==> config.mk <==
export PLATFORM = sky130hd
export DESIGN_NAME = keypad_scan
export DESIGN_NICKNAME = d
export VERILOG_FILES = /design/src/rtl/keypad_scan.sv
export SDC_FILE = /design/constraint.sdc
export NUM_CORES = 1
export LEC_CHECK = 0
export ABC_AREA = 0
export CAP_MARGIN = 20
export CORE_ASPECT_RATIO = 2
export CORE_MARGIN = 2
export CORE_UTILIZATION = 55
export DETAILED_ROUTE_END_ITERATION = 16
export HOLD_SLACK_MARGIN = 0.12
export PLACE_DENSITY = 0.8
export SLEW_MARGIN = 20
export SYNTH_ARGS = -nofsm -noshare
export SYNTH_HDL_FRONTEND = slang
export SYNTH_SLANG_ARGS = --single-unit
==> constraint.sdc <==
create_clock -name clk_axi -period 3.25 [get_ports clk_axi]
set_input_delay 0.4875 -clock clk_axi [delete_from_list [all_inputs] [get_ports clk_axi]]
set_output_delay 0.4875 -clock clk_axi [all_outputs]
set_load 0.02 [all_outputs]
==> src/rtl/keypad_scan.sv <==
// keypad_scan: 4x4 active-low matrix keypad scanner with whole-scan
// debounce and a 32-bit hex entry shift register.
module keypad_scan #(
  parameter int SCAN_DIV       = 25000,
  parameter int DEBOUNCE_SCANS = 16
) (
  input  logic        clk_axi,
  input  logic        reset,
  input  logic [3:0]  kb_col,
  input  logic        clr,
  output logic [3:0]  kb_row,
  output logic        key_valid,
  output logic [3:0]  key_code,
  output logic        key_down,
  output logic [31:0] value
);

  localparam int DW = $clog2(SCAN_DIV);
  localparam int CW = $clog2(DEBOUNCE_SCANS + 1);
  localparam logic [DW-1:0] DIV_LAST = DW'(SCAN_DIV - 1);
  localparam logic [CW-1:0] DB_MAX   = CW'(DEBOUNCE_SCANS);
  localparam logic [CW-1:0] DB_ONE   = CW'(1);

  typedef enum logic [1:0] {
    IDLE,
    PRESS_DB,
    HELD,
    RELEASE_DB
  } state_t;

  logic [3:0]    col_meta;
  logic [3:0]    col_sync;
  logic [DW-1:0] div_cnt;
  logic [1:0]    row_idx;
  logic          slot_end;

  logic [2:0]    row_hits;
  logic [1:0]    row_col;
  logic [2:0]    hit_sum;
  logic [1:0]    acc_cnt;
  logic [3:0]    acc_code;
  logic [1:0]    scan_cnt;
  logic [3:0]    scan_code;

  logic          res_valid;
  logic [1:0]    res_cnt;
  logic [3:0]    res_code;
  logic          res_none;
  logic          res_single;

  state_t        state;
  state_t        state_n;
  logic [CW-1:0] db_cnt;
  logic [CW-1:0] db_n;
  logic [3:0]    cand;
  logic [3:0]    cand_n;
  logic          accept;

  assign slot_end   = (div_cnt == DIV_LAST);
  assign kb_row     = ~(4'b0001 << row_idx);
  assign res_none   = (res_cnt == 2'd0);
  assign res_single = (res_cnt == 2'd1);

  // Hits on the currently driven row.
  always_comb begin
    row_hits = 3'd0;
    row_col  = 2'd0;
    for (int c = 0; c < 4; c++) begin
      if (!col_sync[c]) begin
        row_hits = row_hits + 3'd1;
        row_col  = 2'(c);
      end
    end
  end

  // Running scan total saturates at 2, which already means MULTI.
  always_comb begin
    hit_sum   = {1'b0, acc_cnt} + row_hits;
    scan_cnt  = (hit_sum >= 3'd2) ? 2'd2 : hit_sum[1:0];
    scan_code = acc_code;
    if (acc_cnt == 2'd0 && row_hits == 3'd1) begin
      scan_code = {row_idx, row_col};
    end
  end

  always_ff @(posedge clk_axi) begin
    if (reset) begin
      col_meta  <= 4'hF;
      col_sync  <= 4'hF;
      div_cnt   <= '0;
      row_idx   <= 2'd0;
      acc_cnt   <= 2'd0;
      acc_code  <= 4'h0;
      res_valid <= 1'b0;
      res_cnt   <= 2'd0;
      res_code  <= 4'h0;
    end else begin
      col_meta  <= kb_col;
      col_sync  <= col_meta;
      res_valid <= 1'b0;
      if (slot_end) begin
        div_cnt <= '0;
        row_idx <= row_idx + 2'd1;
        if (row_idx == 2'd3) begin
          acc_cnt   <= 2'd0;
          acc_code  <= 4'h0;
          res_valid <= 1'b1;
          res_cnt   <= scan_cnt;
          res_code  <= scan_code;
        end else begin
          acc_cnt  <= scan_cnt;
          acc_code <= scan_code;
        end
      end else begin
        div_cnt <= div_cnt + DW'(1);
      end
    end
  end

  always_ff @(posedge clk_axi) begin
    if (reset) begin
      state     <= IDLE;
      db_cnt    <= '0;
      cand      <= 4'h0;
      key_valid <= 1'b0;
      key_code  <= 4'h0;
      value     <= 32'h0;
    end else begin
      state     <= state_n;
      db_cnt    <= db_n;
      cand      <= cand_n;
      key_valid <= accept;
      if (accept) begin
        key_code <= res_code;
        value    <= clr ? {28'h0, res_code}
                        : {value[27:0], res_code};
      end else if (clr) begin
        value <= 32'h0;
      end
    end
  end

  always_comb begin
    state_n = state;
    db_n    = db_cnt;
    cand_n  = cand;
    accept  = 1'b0;
    if (res_valid) begin
      unique case (state)
        IDLE: begin
          if (res_single) begin
            cand_n = res_code;
            if (DEBOUNCE_SCANS == 1) begin
              accept  = 1'b1;
              state_n = HELD;
              db_n    = '0;
            end else begin
              db_n    = DB_ONE;
              state_n = PRESS_DB;
            end
          end
        end
        PRESS_DB: begin
          if (res_single && res_code == cand) begin
            if (db_cnt + DB_ONE == DB_MAX) begin
              accept  = 1'b1;
              state_n = HELD;
              db_n    = '0;
            end else begin
              db_n = db_cnt + DB_ONE;
            end
          end else begin
            state_n = IDLE;
            db_n    = '0;
          end
        end
        HELD: begin
          if (res_none) begin
            if (DEBOUNCE_SCANS == 1) begin
              state_n = IDLE;
              db_n    = '0;
            end else begin
              state_n = RELEASE_DB;
              db_n    = DB_ONE;
            end
          end
        end
        RELEASE_DB: begin
          if (res_none) begin
            if (db_cnt + DB_ONE == DB_MAX) begin
              state_n = IDLE;
              db_n    = '0;
            end else begin
              db_n = db_cnt + DB_ONE;
            end
          end else begin
            state_n = HELD;
            db_n    = '0;
          end
        end
        default: begin
          state_n = IDLE;
          db_n    = '0;
        end
      endcase
    end
  end

  always_comb begin
    key_down = (state == HELD) || (state == RELEASE_DB);
  end

endmodule

### Word-level counts from Yosys, hierarchy flattened

Cells that the tools add are included.

* bits in registers: 86
* output and inout bits: 42
* input port bits: 7

* bitwise logic cells: 2
* shift-type cells: 1
* reduce and logical (&&, ||, !) cells: 13
* equal/unequal tests: 13
* order comparisons: 1
* add/sub/neg operators: 7
* muxes and demuxes: 32

Operator list (count)
* $mux 32: 3
* $mux 5: 5
* $mux 2: 10
* $pmux 5 s4: 1
* $add 15x1->15 const B: 1
* $eq 15x15->1 const B: 1
* $add 3x1->3 const B: 3
* $mux 3: 3
* $mux 4: 2
* $pmux 2 s4: 1
* $mux 1: 7
* $eq 2x2->1 const B: 3
* $logic_not 2->1: 3
* $ne 3x3->1 const B: 2
* $reduce_and 3->1: 2
* $add 5x1->5 const B: 1
* $eq 5x5->1 const B: 1
* $reduce_and 5->1: 1
* $eq 2x1->1 const B: 2
* $eq 4x4->1: 1
* $ne 2x2->1 const B: 2
* $not 4->4: 1
* $reduce_or 2->1: 2
* $shl 1x2->4 const A: 1
* 9 further kinds: 10

### Logic depth before layout (Yosys ltp)

Gate-level depths: netlist of run 1.

* depth in word-level cells: 11
* mapped depth: 11

### Least setup slack after synthesis of run 1

Ideal clock, no wire load.

* kind: register to register
* start point: register col_sync[0]
* end point: register acc_cnt[0]
* stages on the path, launching flop included: 11
* path slack: 0.517 ns
* data arrival time: 2.663 ns
* clock period less this slack: 2.733 ns
* path buffers: 0
* setup time: 0.070 ns
* cells stage by stage: dfxtp_1 > inv_1 > ha_1 > xnor2_1 > ha_1 > mux2_2 > fa_1 > xor3_1 > nor2b_1 > nand4_1 > a21oi_1

* word-level cells in the longest chain between the ends: 11

RTL lines
* from (decl): line 32 `logic [3:0] col_sync;`
* from (signal assigned): line 99 `col_sync <= col_meta;`
* $mux 1 (*): line 69 `if (!col_sync[c]) begin`
* $add 3x1->3: line 70 `row_hits = row_hits + 3'd1;`
* $mux 3 (*): line 69
* $add 3x1->3: line 70
* $mux 3 (*): line 69
* $add 3x1->3: line 70
* $mux 3 (*): line 69
* $add 2x3->3 (*): line 78 `hit_sum = {1'b0, acc_cnt} + row_hits;`
* $ge 3x2->1: line 79 `scan_cnt = (hit_sum >= 3'd2) ? 2'd2 : hit_sum[1:0];`
* $mux 2 (*): line 79
* $mux 2 (*): line 104 `if (row_idx == 2'd3) begin`
* to (signal assigned): line 111 `acc_cnt <= scan_cnt;`
* to (decl): line 40 `logic [1:0] acc_cnt;`

Mark *: on every way between the ends. The rest lies on a longest branch, timed or not.
A chain may end at the register's enable or synchronous reset.

### Worst setup path after layout of run 1

Same ends and word-level chain as after synthesis.

==> run metrics, run 1 <==
Achievable Freq=0.334 GHz; Final Max Slew Viols=0; synthesized flop and latch total=86; Yosys warnings=0; final antenna-violating net count=0; most frequent cells after synthesis=dfxtp_1, nand2_1, a21oi_1, nor2_1, clkbuf_1; Critical Path Fanout Max=6; Hold Startpoint=col_meta[2]; gp weighted congestion=0.834; setup slack after placement=0.261 ns; M1 WL=3050 um; Syn Area/Cell=between 8 and 9 um2; PwrDens=486 nW/um2; GR Overflow Total=0; Min-Delay Endpoint=col_sync[2]; xor-xnor portion of the synthesized cell area=0.0529; Final setup viols=0; cell with the most instances after synthesis=dfxtp_1; Synth area leader=dfxtp_1; R2R Setup Slk=0.26 ns; final hold vios=0; Ant. Diodes=0; Synth Area in Compound Gates=0.114; gr usage total=0.220; Synth Area in Simple Gates=0.277; Die Wd=62.4 um; vias in the first global route=2941; post-synth top area share=0.458; RSZ-0062 raised after global routing=no; DIE AREA=7550 um2; Synth Area in Adders=0.0386; CP Class=reg2reg; metal2 WL=approximately 4400 um; Hold Slack=0.409 ns; Clk pin slew, worst setup/hold paths=~0.06 ns; Final period util=0.920; root buf cell=clkbuf_16; largest family of logic cells by synthesized area=simple AND/OR/NAND/NOR gates; clock period minus worst slack=2.99 ns; Async S/R FF share, synth=0; # DRC=0; most common flop cell mapped by yosys=dfxtp_1; critical path arrival=3.27 ns; Post-CTS Hold Fix Bufs=0; Detail Placement HPWL=5460 um; Setup WS post-layout=0.260 ns; number of buffers created by CTS=9; initial antenna violation count=0; I/O Pins=49; Slew @ Worst Pin=~0.57 ns; core area=around 6600 um2; sequential element share of the synthesized area=0.458; DRT iter0 DRCs=161; met3 WL=267 um; row count=42; Area Growth Syn to Fin=22.7%; crit path from=col_sync[0]; CP required=around 3.5 ns; Mapped Nets=between 400 and 500; Leak=around 1.6 nW; Max-Cap Viols=0; R2R Path Start=col_sync[0]; starting density of the core=0.567; Synth cell types=52; NumNets Final=492; worst reg2reg path depth=10; TritonCTS Sinks=between 80 and 90; Post-synth EDFFs=0; outcome=complete, no violations; clock tree buffer depth=2; crit path launch type=flip-flop; via/cell ratio=5.42; Worst Hold Depth=1; first-pass GRT wire length=13000 um; post-CTS setup buffer count=0; fillcell total=540; DRT Pass-1 Iters=4; Synth Cell Area=3760 um2; clk_lat worst skew=0.35 ns; Setup crit end kind=flip-flop; fraction of layout instances using a drive strength above 1=0.0772; Sequential cell area=~1700 um2; Multi-input gate area=~1900 um2; CTS H-tree depth=3; CTS tree=done; # port buffers=48; routed length per placed instance=14.0 um; mux cell area share after synthesis=0.0216; largest net degree at the start of global routing=56; Max VDD drop=507 uV; Resized cells post-CTS=0; Hold/Removal Path Class=reg2reg; top cells by area in the synthesized netlist=dfxtp_1, nand2_1, a21oi_1; setup_tns=0 ns; final clock skew=0.00564 ns; Slew HR=0.616; r2r endpoint=acc_cnt[0]; Via Count=3071; Post-Route WL=between 7000 and 8000 um; die height=121 um; DR top layer=met4; Post-Synthesis Cells=around 440
logic make-up (layout without fill, tap and decap cells):
logic type / Yosys count / in the layout
AO/OA/AOI/OAI: 73 / 73
flip-flops: 86 / 86
multiplexers: 8 / 8
XOR/XNOR: 21 / 21
AND/OR/NAND/NOR: 201 / 201
adder cells (fa/ha/maj): 11 / 11
buffers and inverters: 35 / 79
through the flow:
stage / util / power [mW] / instance area (um2) / instances
final: 0.697 / 2.24 / 4610 / 567
after global routing: 0.697 / 2.32 / 4610 / 567
after floorplan: - / 1.14 / 3760 / 435
after global placement: 0.648 / 1.16 / 4290 / 551
after detailed placement: 0.648 / 1.16 / 4290 / 551
after CTS: 0.697 / 2.26 / 4610 / 567
sequential cells by signal, summed over array words and instances (netlist names), 4 cells and up:
| register | count |
|---|---|
| col_meta | 4 |
| cand | 4 |
| acc_code | 4 |
| db_cnt | 5 |
| res_code | 4 |
| value | 32 |
| div_cnt | 15 |
| key_code | 4 |
| col_sync | 4 |
placed cells by master (no fill, tap or decap), types with 9 or more instances in the layout:
cell	count
clkdlybuf4s50_1	48
nor2_1	35
nand2_1	80
clkbuf_16	9
ha_1	10
dfxtp_1	86
or2_2	10
nand3_1	15
a21oi_1	46
xnor2_1	15
inv_1	12
layout make-up:
cell class / instances / share of cell area
Clock buffer: 10 / 0.0518
Multi-Input combinational cell: 314 / 0.411
Clock inverter: 6 / 0.0184
Tap cell: 88 / 0.0239
Timing Repair Buffer: 51 / 0.112
Inverter: 12 / 0.00977
Sequential cell: 86 / 0.373
where the power goes:
group          internal (mW)  switching, mW
sequential              1.06        0.00614
combinational         0.0306         0.0378
clock                  0.691          0.415
layer usage:
metal  up-vias  GRT usage
met5         -          0
met4         0      0.133
met3        18     0.0427
met2        61      0.417
met1      1434      0.215
li1       1558          -
worst max path at each step:
| stage | end | slack, ns | cells past startpoint |
|---|---|---|---|
| finish | acc_cnt[0] | 0.26 | 10 |
| global placement | acc_cnt[0] | 0.41 | 10 |
| global route | acc_cnt[0] | 0.13 | 10 |
| floorplan | acc_cnt[0] | 0.52 | 10 |
| detailed placement | acc_cnt[0] | 0.26 | 10 |
| CTS | acc_cnt[0] | 0.24 | 10 |
worst max-delay path, cell delays in order (launching register included):
cell     delay [ns]
dfxtp_1        0.34
inv_1          0.05
ha_1           0.36
xnor2_1        0.26
ha_1           0.31
mux2_2         0.29
fa_1           0.40
xor3_1         0.38
nor2b_1        0.25
nand4_1        0.13
a21oi_1        0.16
(Power assumes the default switching activity.)
==> run 2: changes to the inputs <==
ABC_AREA = 1   (was 0)
HOLD_SLACK_MARGIN = 0.08   (was 0.12)
PLACE_DENSITY = 0.79   (was 0.8)
SETUP_SLACK_MARGIN = 0.1   (was unset)
==> run 2 against run 1 <==
Clock power about the same. Largest cell class unchanged. Synthesized area up 2.1%. Critical path type unchanged. Sequential power about the same. Hold slack better by 0.0080 ns. Via count up 8.5%. Final area up 2.2%. Sequential share of layout area down 0.79 points. Combinational power up 12%. Non-clock buffer count unchanged. Register-to-register slack better by 0.51 ns. Maximum frequency up 21%.
==> run metrics, run 2 <==
CP most frequent cell=inv_1; RSZ-0062 raised after global routing=no; CTS H-tree depth=3; mux cell area share after synthesis=0; Multi-input gate area=~1700 um2; # DRC=0; Post-CTS Hold Fix Bufs=0; Final setup viols=0; most common cell after layout, fill and taps aside=nand2_1; Synth area leader=dfxtp_1; Synth Area in Simple Gates=0.301; Critical Path Fanout Max=3; xor-xnor portion of the synthesized cell area=0.0205; Achievable Freq=0.404 GHz; fraction of layout instances using a drive strength above 1=0.0816; CP Class=reg2reg; number of buffers created by CTS=9; sequential element share of the synthesized area=0.449; Ant. Diodes=0; via/cell ratio=4.91; setup_tns=0 ns; Clk pin slew, worst setup/hold paths=0.06 ns; CTS tree=done; final instance area=~4700 um2; initial antenna violation count=0; clock period minus worst slack=2.48 ns; first-pass GRT wire length=approximately 13000 um; total power=2.27 mW; Synth cell types=28; Synth Area in Adders=0.0378; DRT Pass-1 Iters=4; post-CTS setup buffer count=0; Max VDD drop=just over 500 uV; max reg flops=32; Final Max Slew Viols=0; # port buffers=48; vias in the first global route=about 3.1k; core area=6830 um2; fillcell total=572; Sequential cell area=approximately 1700 um2; PwrDens=481 nW/um2; crit path launch type=flip-flop; Die Wd=around 63 um; Slew @ Worst Pin=0.670 ns; R2R Setup Slk=0.77 ns; I/O Pins=49; Util after Layout=0.690; cell with the most instances after synthesis=nand2_1; gp weighted congestion=between 0.8 and 0.9; CP Cell Sequence=inv_1 -> ha_1 -> inv_1 -> nand2_1 -> nand2_1 -> xor2_1 -> inv_1 -> ha_1 -> fa_1 -> inv_1 -> nand3_1 -> nor2_1 -> nand2_1 -> o21ai_1; Async S/R FF share, synth=0; final hold vios=0; slowest cell on the critical path=fa_1; synthesized flop and latch total=86; TritonCTS Sinks=between 80 and 90; row count=43; final clock skew=0.00450 ns; Top reg by flops=value; largest family of logic cells by synthesized area=simple AND/OR/NAND/NOR gates; Hold/Removal Path Class=reg2reg; Final period util=0.762; clock tree buffer depth=2; placed cell area=4380 um2; Leak=approximately 2 nW; GR Overflow Total=0; Hold Slack=~0.42 ns; Resized cells post-CTS=0; gr usage total=0.219; post-synth top area share=0.449; most frequent cells in the layout=nand2_1, dfxtp_1, inv_1, nor2_1, clkdlybuf4s50_1; Post-Route WL=8020 um; routed length per placed instance=roughly 12 um; Post-Synthesis Cells=535; clk_lat worst skew=roughly 0.34 ns; Synth Area in Compound Gates=0.0920; Via Count=3332; Detail Placement HPWL=roughly 5500 um; critical path's largest stage delay=0.44 ns; Setup crit end kind=flip-flop; top cells by area in the synthesized netlist=dfxtp_1, nand2_1, inv_1; starting density of the core=0.561; final antenna-violating net count=0; Synth Cell Area=3840 um2; top flop regs=value (32), div_cnt (15), db_cnt (5); die height=122 um; Slew HR=0.552; NumNets Final=601; critical path arrival=2.73 ns; CP required=3.51 ns; most common flop cell mapped by yosys=dfxtp_1; DRT iter0 DRCs=189; DIE AREA=a little under 8000 um2; Mapped Nets=553; most frequent cells after synthesis=nand2_1, dfxtp_1, inv_1, nor2_1, nand3_1; root buf cell=clkbuf_16; Syn Area/Cell=roughly 7.2 um2; Yosys warnings=0; largest net degree at the start of global routing=45; outcome=complete, no violations; Post-synth EDFFs=0; Max-Cap Viols=0; Area Growth Syn to Fin=22.8%
## run 2: cell count changes in the layout (fill, tap and decap cells not counted), sizes merged, moves of 6 or more
cell / previous run / this run
nor2: 35 / 70
and3: 6 / 0
inv: 12 / 81
o21ai: 8 / 27
nor2b: 6 / 0
mux2i: 7 / 0
nand3: 15 / 45
nand2: 80 / 122
xnor2: 15 / 0
## run 2: worst paths after layout
check	start	to	cells past startpoint
setup / recovery	col_sync[0]	acc_cnt[0]	14
hold / removal	col_meta[2]	col_sync[2]	1
setup reg to reg	col_sync[0]	acc_cnt[0]	14
hold reg to reg	col_meta[2]	col_sync[2]	1
## run 2: where the power goes
group / total [mW] / switching, mW / internal (mW)
clock network: 1.12 / 0.407 / 0.714
logic: 0.0769 / 0.0490 / 0.0279
registers: 1.07 / 0.00479 / 1.06
total: 2.27 / 0.461 / 1.80
## run 2: cell families (layout without fill, tap and decap cells)
kind of cell	count (synthesis)	count (layout)
fa+ha+maj	11	11
flops	86	86
xor+xnor	9	9
buf+inv	96	149
simple gates	263	263
compound gates	70	70
## run 2: area by class of cell
class	instances	share of cell area
Clock buffer	11	0.0536
Timing Repair Buffer	51	0.107
Clock inverter	5	0.0173
Sequential cell	86	0.365
Inverter	82	0.0656
Multi-Input combinational cell	353	0.367
Tap cell	90	0.0239
## run 2: worst max-delay path, delay by kind of cell, from the launching register on
kind | cells | cell delay, ns
xor+xnor | 1 | 0.30
simple gates | 5 | 0.44
flops | 1 | 0.33
fa+ha+maj | 3 | 0.94
compound gates | 1 | 0.09
buf+inv | 4 | 0.27
## run 2: metrics by stage
| step | instances | setup slack, ns |
|---|---|---|
| 4_1_cts | 678 | 0.739 |
| 3_5_place_dp | 662 | 0.778 |
| 3_3_place_gp | 662 | 0.904 |
| 2_1_floorplan | 535 | 1.03 |
| 5_1_grt | 678 | 0.526 |
| 6_report | 678 | 0.775 |
## run 2: layer usage
layer  global-route usage  wire (um)  vias to the layer above
li1                     -          -                     1768
met1                0.267       3480                     1485
met2                0.365       4070                       64
met3               0.0499        296                       15
met4               0.0986        170                        0
met5                    0          0                        -
==> run 3: changes to the inputs <==
clock period = 2.4 ns   (was 3.25 ns; I/O delays follow)
==> run 3 against run 2 <==
First-iteration DRC count fell by 29%. Count of clock-buffer cells in the layout fell by 1. Hold slack barely moved. Wire length rose by 0.88%. Sequential share of layout area fell by 0.81 points. Clock power rose by 41%. Largest cell class unchanged. Sequential cell count did not move. Largest power group unchanged. Via count rose by 2.4%. Utilization rose by 1.7 points. Register-to-register slack got worse by 0.55 ns.
==> run metrics, run 3 (same netlist as run 2, synthesis figures left out) <==
Setup WS post-layout=0.229 ns; CP Class=reg2reg; DIE AREA=7700 um2; final instance area=4830 um2; clock tree buffer depth=2; core area=6830 um2; TritonCTS Sinks=86; non-filler cells, final=slightly below 700; number of buffers created by CTS=9; crit path launch type=flip-flop; final antenna-violating net count=0; most frequent cells in the layout=nand2_1, dfxtp_1, inv_1, nor2_1, clkdlybuf4s50_1; Sw Ratio=0.197; root buf cell=clkbuf_16; Top reg by flops=value; RSZ-0062 raised after global routing=no; CP required=2.61 ns; Internal Pwr Total=2.53 mW; WP buf/inv=4; setup_tns=0 ns; Detail Placement HPWL=~5400 um; Critical Path Fanout Max=3; crit path from=col_sync[1]; clk_lat worst skew=0.33 ns; Final Max Slew Viols=0; Max-Cap Viols=0; critical path's largest stage delay=0.52 ns; # port buffers=48; Leak=2.04 nW; worst reg2reg path depth=14; starting density of the core=0.561; Setup crit end kind=flip-flop; clock period minus worst slack=2.17 ns; Achievable Freq=approximately 0.46 GHz; max reg flops=32; setup slack after placement=roughly 0.04 ns; CTS tree=done; gp weighted congestion=0.810; top flop regs=value (32), div_cnt (15), db_cnt (5); Post-CTS Hold Fix Bufs=0; critical path arrival=2.38 ns; Clk pin slew, worst setup/hold paths=0.06 ns; Sw Pwr=0.620 mW; initial antenna violation count=0; most common cell after layout, fill and taps aside=nand2_1; Final period util=0.905; DRT Pass-1 Iters=4; NumNets Final=approximately 610; CP top delay family=adder cells; row count=43; R2R Setup Slk=0.23 ns; # DRC=0; Slew @ Worst Pin=0.455 ns; die height=122 um; outcome=complete, no violations; placed instance count=666; worst setup path endpoint=acc_cnt[0]; fraction of layout instances using a drive strength above 1=0.118; Comb power frac=0.039; Final setup viols=0; CP Cell Sequence=inv_2 -> ha_4 -> inv_2 -> nand2_1 -> nand2_2 -> xor2_2 -> inv_1 -> ha_2 -> fa_2 -> inv_1 -> nand3_2 -> nor2_2 -> nand2_1 -> o21ai_1; sequential power share=0.459; slowest cell on the critical path=fa_2; Slew HR=0.696; largest net degree at the start of global routing=29; Clock power frac=0.503; Ant. Diodes=0; R2R Path Start=col_sync[1]; CP Depth=14; r2r endpoint=acc_cnt[0]; Hold/Removal Path Class=reg2reg; Area Growth Syn to Fin=25.8%; gr usage total=0.220; GR Overflow Total=0; Die Wd=63.1 um; first-pass GRT wire length=between 10000 and 15000 um; routed length per placed instance=11.8 um; I/O Pins=49; Via Count=3412; via/cell ratio=4.99; vias in the first global route=3221; final clock skew=0.00593 ns; placed cell area=4410 um2; PwrDens=roughly 650 nW/um2; Post-Route WL=8090 um; CTS H-tree depth=3; Max VDD drop=618 uV; final hold vios=0; DRT iter0 DRCs=135
[run 3: changes by cell type in the layout (fill, tap and decap cells not counted), sizes merged]
cell	change
clkbuf	-1
clkinv	+1
clkinvlp	-1
bufinv	+1
buf	+6
[run 3: per-stage QoR]
stage / hold slack [ns] / power [mW] / utilization
after floorplan: 0.389 / 1.55 / -
after global placement: 0.396 / 1.58 / 0.645
after detailed placement: 0.405 / 1.58 / 0.645
after CTS: 0.421 / 3.16 / 0.699
after global routing: 0.435 / 3.24 / 0.706
final: 0.417 / 3.15 / 0.706
[run 3: worst min path at each step]
stage	endpoint	start	depth (start not counted)	slack, ns
floorplan	col_sync[0]	col_meta[0]	1	0.39
global placement	col_sync[3]	col_meta[3]	1	0.40
detailed placement	col_sync[3]	col_meta[3]	1	0.40
CTS	col_sync[3]	col_meta[3]	1	0.42
global route	col_sync[0]	col_meta[0]	1	0.43
finish	col_sync[1]	col_meta[1]	1	0.42
[run 3: power groups by stage]
stage	Sequential (mW)	Combinational (mW)	Clock [mW]
after floorplan	1.47	0.0736	0
after global placement	1.48	0.107	0
after detailed placement	1.48	0.108	0
after CTS	1.44	0.112	1.61
after global routing	1.45	0.139	1.66
final	1.45	0.122	1.58
[run 3: repair_timing]
item	CTS	global route
buffers inserted	0	2
hold endpoints to repair	0	0
pin swaps	1	9
endpoints found under the setup margin	3	4
gates resized for setup	2	14
[run 3: worst register-to-register path, cell delays in order (launching register included)]
cell and delay [ns]:
dfxtp_2 0.34, inv_2 0.05, ha_4 0.27, inv_2 0.03, nand2_1 0.06, nand2_2 0.09, xor2_2 0.19, inv_1 0.06
ha_2 0.18, fa_2 0.52, inv_1 0.05, nand3_2 0.08, nor2_2 0.04, nand2_1 0.04, o21ai_1 0.05
[run 3: cell type report]
| class | instances | area, um2 |
|---|---|---|
| Fill cell | 561 | 2010 |
| Multi-Input combinational cell | 353 | 1780 |
| Sequential cell | 86 | 1720 |
| Timing Repair Buffer | 57 | 548 |
| Inverter | 82 | 309 |
| Clock buffer | 10 | 239 |
| Tap cell | 90 | 113 |
| Clock inverter | 6 | 109 |
[run 3: layer usage]
layer / track usage / up-vias / part of all wire
met3: 0.0462 / 17 / 0.035
met1: 0.264 / 1547 / 0.43
met4: 0.111 / 0 / 0.025
met2: 0.369 / 63 / 0.51
met5: 0 / - / 0
li1: - / 1785 / -
